$ cat config.mk
export PLATFORM = sky130hd
export DESIGN_NAME = mips_mmio_responder
export DESIGN_NICKNAME = d
export VERILOG_FILES = /design/src/rtl/mips_mmio_pkg.sv /design/src/rtl/mips_sync_fifo.sv /design/src/rtl/mips_mmio_responder.sv
export SDC_FILE = /design/constraint.sdc
export NUM_CORES = 1
export LEC_CHECK = 0
export ABC_AREA = 0
export CAP_MARGIN = 5
export CORE_MARGIN = 2
export CORE_UTILIZATION = 50
export DETAILED_ROUTE_END_ITERATION = 16
export PLACE_DENSITY = 0.8
export SYNTH_ARGS = -nofsm -noshare
export SYNTH_HDL_FRONTEND = slang
export SYNTH_SLANG_ARGS = --single-unit
export TNS_END_PERCENT = 100
$ cat constraint.sdc
create_clock -name clk -period 6.9 [get_ports clk]
set_input_delay 1.38 -clock clk [delete_from_list [all_inputs] [get_ports clk]]
set_output_delay 1.38 -clock clk [all_outputs]
set_load 0.01 [all_outputs]
$ cat src/rtl/mips_mmio_pkg.sv
// Shared register map for the MIPS MMIO responder window.
// Latency: n/a (constants only).
// Backpressure: n/a.
package mips_mmio_pkg;

  // Word offsets inside the 256-byte window (addr[7:0] with addr[1:0] forced to 0)
  localparam logic [7:0] OFF_DATA   = 8'h00;
  localparam logic [7:0] OFF_STATUS = 8'h04;
  localparam logic [7:0] OFF_CYCLE  = 8'h08;
  localparam logic [7:0] OFF_CMP    = 8'h0C;
  localparam logic [7:0] OFF_CTRL   = 8'h10;

  // STATUS bit positions
  localparam int ST_FULL    = 0;
  localparam int ST_EMPTY   = 1;
  localparam int ST_OVF     = 2;
  localparam int ST_CNT_LSB = 8;

  // CTRL bit positions
  localparam int CTRL_EN   = 0;
  localparam int CTRL_FLAG = 1;

endpackage

$ cat src/rtl/mips_sync_fifo.sv
// Synchronous FIFO with occupancy count; head word is always visible on head.
// Latency: a push becomes visible on head/empty the cycle after it is written.
// Backpressure: push is dropped when full unless a pop happens in the same cycle.
module mips_sync_fifo #(
  parameter int WIDTH = 8,
  parameter int DEPTH = 8,
  localparam int AW = $clog2(DEPTH),
  localparam int CW = AW + 1
) (
  input  logic             clk,
  input  logic             reset,
  input  logic             push,
  input  logic [WIDTH-1:0] push_data,
  input  logic             pop,
  output logic [WIDTH-1:0] head,
  output logic             full,
  output logic             empty,
  output logic [CW-1:0]    count
);

  logic [WIDTH-1:0] mem [DEPTH];
  logic [AW-1:0]    wr_ptr;
  logic [AW-1:0]    rd_ptr;
  logic             do_push;
  logic             do_pop;

  assign full    = (count == CW'(DEPTH));
  assign empty   = (count == '0);
  assign do_pop  = pop & ~empty;
  // A pop frees a slot in the same edge, so a full FIFO still takes the push.
  assign do_push = push & (~full | do_pop);
  assign head    = mem[rd_ptr];

  // Storage array; contents need no reset because count gates visibility.
  always_ff @(posedge clk) begin
    if (do_push) begin
      mem[wr_ptr] <= push_data;
    end
  end

  // Pointers wrap naturally since DEPTH is a power of two.
  always_ff @(posedge clk or negedge reset) begin
    if (!reset) begin
      wr_ptr <= '0;
      rd_ptr <= '0;
      count  <= '0;
    end else begin
      if (do_push) wr_ptr <= wr_ptr + AW'(1);
      if (do_pop)  rd_ptr <= rd_ptr + AW'(1);
      case ({do_push, do_pop})
        2'b10:   count <= count + CW'(1);
        2'b01:   count <= count - CW'(1);
        default: count <= count;
      endcase
    end
  end

endmodule

$ cat src/rtl/mips_mmio_responder.sv
// MMIO responder: console TX FIFO, free-running cycle counter, compare timer (MIPS_MMIO_TIMER_EN).
// Latency: readdata/sel combinational from addr; stores commit on the next rising clk.
// Backpressure: tx_valid/tx_ready drain; stores to a full FIFO with no pop are dropped and set ovf.
module mips_mmio_responder #(
  parameter logic [31:0] BASE_ADDR  = 32'hFFFF_FF00,
  parameter int          FIFO_DEPTH = 8
) (
  input  logic        clk,
  input  logic        reset,
  input  logic        memwrite,
  input  logic [31:0] addr,
  input  logic [31:0] writedata,
  output logic [31:0] readdata,
  output logic        sel,
  output logic [7:0]  tx_data,
  output logic        tx_valid,
  input  logic        tx_ready,
  output logic        irq
);
  import mips_mmio_pkg::*;

  localparam int CW = $clog2(FIFO_DEPTH) + 1;

  logic [7:0]    off;
  logic          wr_en;
  logic          push;
  logic          pop;
  logic          full;
  logic          empty;
  logic [CW-1:0] count;
  logic [31:0]   cnt_ext;
  logic          ovf;
  logic [31:0]   cycle;
  logic [31:0]   status_word;
  logic          unused_bits;

  assign sel      = (addr[31:8] == BASE_ADDR[31:8]);
  assign off      = {addr[7:2], 2'b00};
  assign wr_en    = memwrite & sel;
  assign push     = wr_en & (off == OFF_DATA);
  assign tx_valid = ~empty;
  assign pop      = tx_valid & tx_ready;
  assign cnt_ext  = 32'(count);
  assign unused_bits = ^{addr[1:0], writedata};

  mips_sync_fifo #(
    .WIDTH (8),
    .DEPTH (FIFO_DEPTH)
  ) u_fifo (
    .clk       (clk),
    .reset     (reset),
    .push      (push),
    .push_data (writedata[7:0]),
    .pop       (pop),
    .head      (tx_data),
    .full      (full),
    .empty     (empty),
    .count     (count)
  );

  // Sticky overflow: a dropped byte sets it, W1C clears it, set has priority.
  always_ff @(posedge clk or negedge reset) begin
    if (!reset) begin
      ovf <= 1'b0;
    end else if (push & full & ~pop) begin
      ovf <= 1'b1;
    end else if (wr_en && (off == OFF_STATUS) && writedata[ST_OVF]) begin
      ovf <= 1'b0;
    end
  end

  // Free-running cycle counter, wraps at 2^32.
  always_ff @(posedge clk or negedge reset) begin
    if (!reset) begin
      cycle <= '0;
    end else begin
      cycle <= cycle + 32'd1;
    end
  end

  // STATUS word assembly; count is zero-extended or truncated to 8 bits.
  always_comb begin
    status_word                       = '0;
    status_word[ST_FULL]              = full;
    status_word[ST_EMPTY]             = empty;
    status_word[ST_OVF]               = ovf;
    status_word[ST_CNT_LSB +: 8]      = cnt_ext[7:0];
  end

`ifdef MIPS_MMIO_TIMER_EN
  logic [31:0] cmp;
  logic        en;
  logic        flag;
  logic        ctrl_wr;
  logic        match;
  logic [31:0] ctrl_word;

  assign ctrl_wr = wr_en && (off == OFF_CTRL);
  // Match uses the pre-increment counter and the pre-edge enable.
  assign match   = en && (cycle == cmp);
  assign irq     = flag & en;

  // Compare register.
  always_ff @(posedge clk or negedge reset) begin
    if (!reset) begin
      cmp <= '0;
    end else if (wr_en && (off == OFF_CMP)) begin
      cmp <= writedata;
    end
  end

  // Enable and sticky match flag; a match on the same edge beats a W1C.
  always_ff @(posedge clk or negedge reset) begin
    if (!reset) begin
      en   <= 1'b0;
      flag <= 1'b0;
    end else begin
      if (ctrl_wr) en <= writedata[CTRL_EN];
      flag <= match | (flag & ~(ctrl_wr & writedata[CTRL_FLAG]));
    end
  end

  // CTRL word assembly.
  always_comb begin
    ctrl_word            = '0;
    ctrl_word[CTRL_EN]   = en;
    ctrl_word[CTRL_FLAG] = flag;
  end
`else
  assign irq = 1'b0;
`endif

  // Load data mux; anything outside the window or unmapped reads 0.
  always_comb begin
    readdata = '0;
    if (sel) begin
      case (off)
        OFF_STATUS: readdata = status_word;
        OFF_CYCLE:  readdata = cycle;
`ifdef MIPS_MMIO_TIMER_EN
        OFF_CMP:    readdata = cmp;
        OFF_CTRL:   readdata = ctrl_word;
`endif
        default:    readdata = '0;
      endcase
    end
  end

endmodule

# --- Word level (Yosys, flattened, before mapping) ---
# Memories as Yosys holds them, arrays and structs flattened.
# Index checks and enable logic that the tools add are counted.
op_classes:
  bitwise_logic: 11
  n_reduce_logical: 6
  muxes: 7
  addsub: 5
  eq_ne: 6
ops:
  columns: ["op", "n"]
  rows:
  - ["$pmux W32 S2", 1]
  - ["$add A32 B1 Y32 const B", 1]
  - ["$mux W32", 1]
  - ["$eq A24 B24 Y1 const B", 1]
  - ["$logic_not A8 Y1", 1]
  - ["$pmux W4 S2", 1]
  - ["$and A1 B1 Y1", 7]
  - ["$add A3 B1 Y3 const B", 2]
  - ["$eq A6 B1 Y1 const B", 1]
  - ["$eq A6 B2 Y1 const B", 1]
  - ["$add A4 B1 Y4 const B", 1]
  - ["$eq A4 B4 Y1 const B", 1]
  - ["$logic_not A4 Y1", 1]
  - ["$mux W1", 4]
  - ["$reduce_bool A2 Y1", 2]
  - ["$sub A4 B1 Y4 const B", 1]
  - ["$not A1 Y1", 3]
  - ["$eq A2 B1 Y1 const B", 1]
  - ["$eq A2 B2 Y1 const B", 1]
  - ["$logic_and A1 B1 Y1", 2]
  - ["$or A1 B1 Y1", 1]
totals:
  mem_bits_rw: 64
  register_bits: 43
  n_memories: 1
  out_inout_bits: 43
  elab_cells: 41
memory_table:
  columns: ["name", "words", "width", "read_ports", "rd_clocked_by_memory_dff", "write_ports", "line", "rtl"]
  rows:
  - ["u_fifo.mem", 8, 8, 1, 0, 1, "mips_sync_fifo.sv:21", "logic [WIDTH-1:0] mem [DEPTH];"]

# --- Logic depth before layout (Yosys ltp) ---
depth:
  word_depth: 8
  mapped_depth: 11

# --- Modules after synthesis ---
# From an unflattened synthesis, not the netlist that was laid out.
hier_totals:
  hier_cells: 353
  hier_area_um2: 5029.8
modules_own_cells:
  columns: ["mod", "cells_per_inst", "n_inst", "area_per_inst_um2"]
  rows:
  - ["mips_sync_fifo", 164, 1, 3155.5]
  - ["mips_mmio_responder", 189, 1, 1874.3]

# --- Worst setup path before layout ---
# Ideal clock, no wire load.
synth_timing:
  path_type: "input to output"
  startpoint: "input port addr[5]"
  endpoint: "output port readdata[12]"
  arrival_ns: 2.927
  stages: 5
  setup_slack_ns: 2.593
  n_path_buf: 1
  required_time_ns: 5.520
  cell_sequence: "or4_4 -> nor3b_2 -> and3_1 -> clkbuf_2 -> and2_1"
synth_between:
  elab_chain_len: 3
  elab_cells_between_ends: 4
  classes_between: "eq/ne (2); mux (2)"
synth_rtl:
  columns: ["item", "line", "rtl"]
  rows:
  - ["from (decl)", "mips_mmio_responder.sv:11", "input logic [31:0] addr,"]
  - ["$eq A6 B2 Y1 / $eq A6 B1 Y1 (equally long branches)", "mips_mmio_responder.sv:137", "case (off)"]
  - ["$pmux W32 S2 (*)", "mips_mmio_responder.sv:137", null]
  - ["$mux W32 (*)", "mips_mmio_responder.sv:136", "if (sel) begin"]
  - ["to (decl)", "mips_mmio_responder.sv:13", "output logic [31:0] readdata,"]
# Mark *: on every way between the ends. The rest lies on a longest branch, timed or not.

# --- Worst setup path after layout ---
layout_timing:
  startpoint: "input port addr[5]"
  endpoint: "output port readdata[13]"
# The elaborated chain is that of the path after synthesis.

==> reports/qor.csv <==
metric,value,unit
status,completed,
Via density,5.39,
Top-Level Pins,111,
std cell rows,35,
Setup TNS,0,ns
WS Path Type,input pin to output pin,
port bufs,83,
clk sink count,107,
vias in the first global route,3057,
RSZ-0062 raised after global routing,no,
H-Tree Depth,3,
nets,497,
CTS Buffer Depth,2,
Post-Syn Instances,337,
Worst Path Arrival,4.34,ns
die width,102,um
Crit path top cell by count,clkdlybuf4s50_1,
Die H,102,um
Design Power,1.52,mW
min Tclk post-route,5.72,ns
global-route wire length before repair,15100,um
Post-CTS Resized,0,
VDD IR max,0.113,mV
Die ar.,10500,um2
critical path required time,5.52,ns
Slowest cell on crit path,and3_1,
period utilisation layout,0.829,
antenna violations before repair,0,
synthesized area,4830,um2
ANT cells,0,
worst path cell trace,"clkdlybuf4s50_1, or4_4, nor3b_2, and3_1, and2_1, clkdlybuf4s50_1",
slew margin rel.,0.259,
most frequent cells in the layout,"82 x clkdlybuf4s50_1, 64 x edfxtp_1, 43 x dfrtp_1, 30 x and2_1, 27 x xnor2_1",
remaining global-route overflow,0,
CTS buffer count,9,
Clock Latency Late Sink,0.37,ns
initial core utilization,0.518,
Final Cell Area,5990,um2
initial drt markers,135,
post-place instance area,5790,um2
area grow syn2layout,24.0,%
CTS tree,done,
WL per Instance,16.9,um
pwr/cell area,253,nW/um2
Final Non-Filler Cells,557,
Post-Route Skew,0.0192,ns
Final Max Tran Viols,0,
Hold WC Path Type,flip-flop to flip-flop,
routed wire length,9410,um
post-CTS setup buffers,0,
Global Route Usage Sum,0.192,
mean post-synth cell area,14.3,um2
Final setup violation count,0,
DR vias,3005,
post-synthesis sequential area ratio,0.620,
post-detail-place hpwl,6500,um
layout cell share with drive strength beyond 1,0.124,
Static Leak,2.21,nW
Routed Antenna Nets,0,
"commonest non-fill, non-tap cell in the layout",clkdlybuf4s50_1,
DP Cell Count,541,
Initial DRT Pass Iterations,4,
Yosys reg bits,107,
YS warnings,0,
post-synth top area share,0.398,
Worst-Margin Slew,1.11,ns
Final Hold Vio Count,0,
Crit path largest cell delay,0.69,ns
Setup crit end kind,output pin,
R2R Setup Slk,4.30,ns
DRC,0,
Achievable Freq,175,MHz
"top cells by area, synth","edfxtp_1 40%, dfrtp_1 22%, mux4_2 7.5%, xnor2_1 4.9%, and2_1 3.9%",
Final GP Congestion,0.830,
total core area,9330,um2
Critical Path Start Type,input pin,
hold buffers post-CTS,0,
largest net degree at the start of global routing,44,
clock-pin slew on the worst setup and hold paths,0.10,ns
Max Cap Viol,0,
"area leader, netlist",edfxtp_1,
post-synth cell types,44,
critical path peak fanout,25,
Post-Synthesis Net Count,411,
CTS Root Cell,clkbuf_8,
power breakdown:
group | leakage, nW | switching (mW) | internal, mW | total, mW
combinational | 0.972 | 0.113 | 0.236 | 0.348
sequential | 1.15 | 0.0829 | 0.700 | 0.782
clock | 0.0950 | 0.212 | 0.172 | 0.385
total | 2.21 | 0.408 | 1.11 | 1.52
cell families (layout without fill, tap and decap cells):
| family | Yosys count | count (layout) | share of synthesized area |
|---|---|---|---|
| simple gates | 131 | 131 | 0.162 |
| flops | 107 | 107 | 0.620 |
| xor+xnor | 36 | 36 | 0.0652 |
| mux | 29 | 29 | 0.105 |
| buf+inv | 16 | 107 | 0.0140 |
| compound gates | 11 | 11 | 0.0160 |
| fa+ha+maj | 6 | 6 | 0.0171 |
| other cells | 1 | 1 | 0.000776 |
worst max-delay path, delay by kind of cell:
family        cells  cell delay (ns)
buf+inv           2             0.96
simple gates      4             1.99
cells in the mapped netlist, drive strengths merged:
master and count:
a21o 1, a21oi 1, a22oi 5, a32oi 2, and2 30, and3 6
and3b 1, and4 3, buf 3, clkbuf 7, conb 1, dfrtp 43
edfxtp 64, fa 1, ha 5, inv 6, mux2 10, mux2i 3
mux4 16, nand2 18, nand2b 3, nand3 17, nand4 15, nor2 19
nor3 6, nor3b 3, nor4 4, nor4b 1, o21ai 2, or2 1
or3 1, or3b 1, or4 2, xnor2 27, xor2 9
sequential cells by signal, summed over array words and instances, names as in the netlist:
signal and cells:
u_fifo.mem 64, u_fifo.wr_ptr 3, u_fifo.rd_ptr 3, cycle 32, ovf 1, u_fifo.count 4
metrics by stage:
stage	utilization	hold WS [ns]	setup slack [ns]
5_1_grt	0.643	0.516	0.974
3_5_place_dp	0.621	0.455	1.22
6_report	0.643	0.477	1.18
4_1_cts	0.643	0.478	1.21
2_1_floorplan	-	0.437	2.59
3_3_place_gp	0.621	0.457	1.28
layout make-up:
| class | instances | area (um2) |
|---|---|---|
| clock buffers | 10 | 128 |
| clock inverters | 6 | 73.8 |
| fillers | 723 | 3330 |
| inverters | 6 | 22.5 |
| multi-input cells | 214 | 1770 |
| flip-flops and latches | 107 | 3000 |
| well taps | 129 | 161 |
| repair buffers | 85 | 841 |
per-layer routing:
metal	part of all wire	vias up	global-route usage	routed length [um]
li1	-	1416	-	-
met1	0.46	1496	0.263	4310
met2	0.49	86	0.313	4590
met3	0.044	7	0.0321	413
met4	0.0095	0	0.0677	89
met5	0	-	0	0
path summary, 6_finish.rpt:
| check | to | cells past startpoint | start |
|---|---|---|---|
| max | readdata[13] | 6 | addr[5] |
| min | cycle[31]$_DFF_PN0_ | 1 | cycle[31]$_DFF_PN0_ |
| max reg2reg | u_fifo.count[3]$_DFFE_PN0P_ | 10 | u_fifo.count[3]$_DFFE_PN0P_ |
| min reg2reg | cycle[31]$_DFF_PN0_ | 1 | cycle[31]$_DFF_PN0_ |
| max in group asynchronous | u_fifo.wr_ptr[2]$_DFFE_PN0P_ | 1 | reset |
| min in group asynchronous | cycle[29]$_DFF_PN0_ | 1 | reset |
Power figures use the tool's default switching activity.
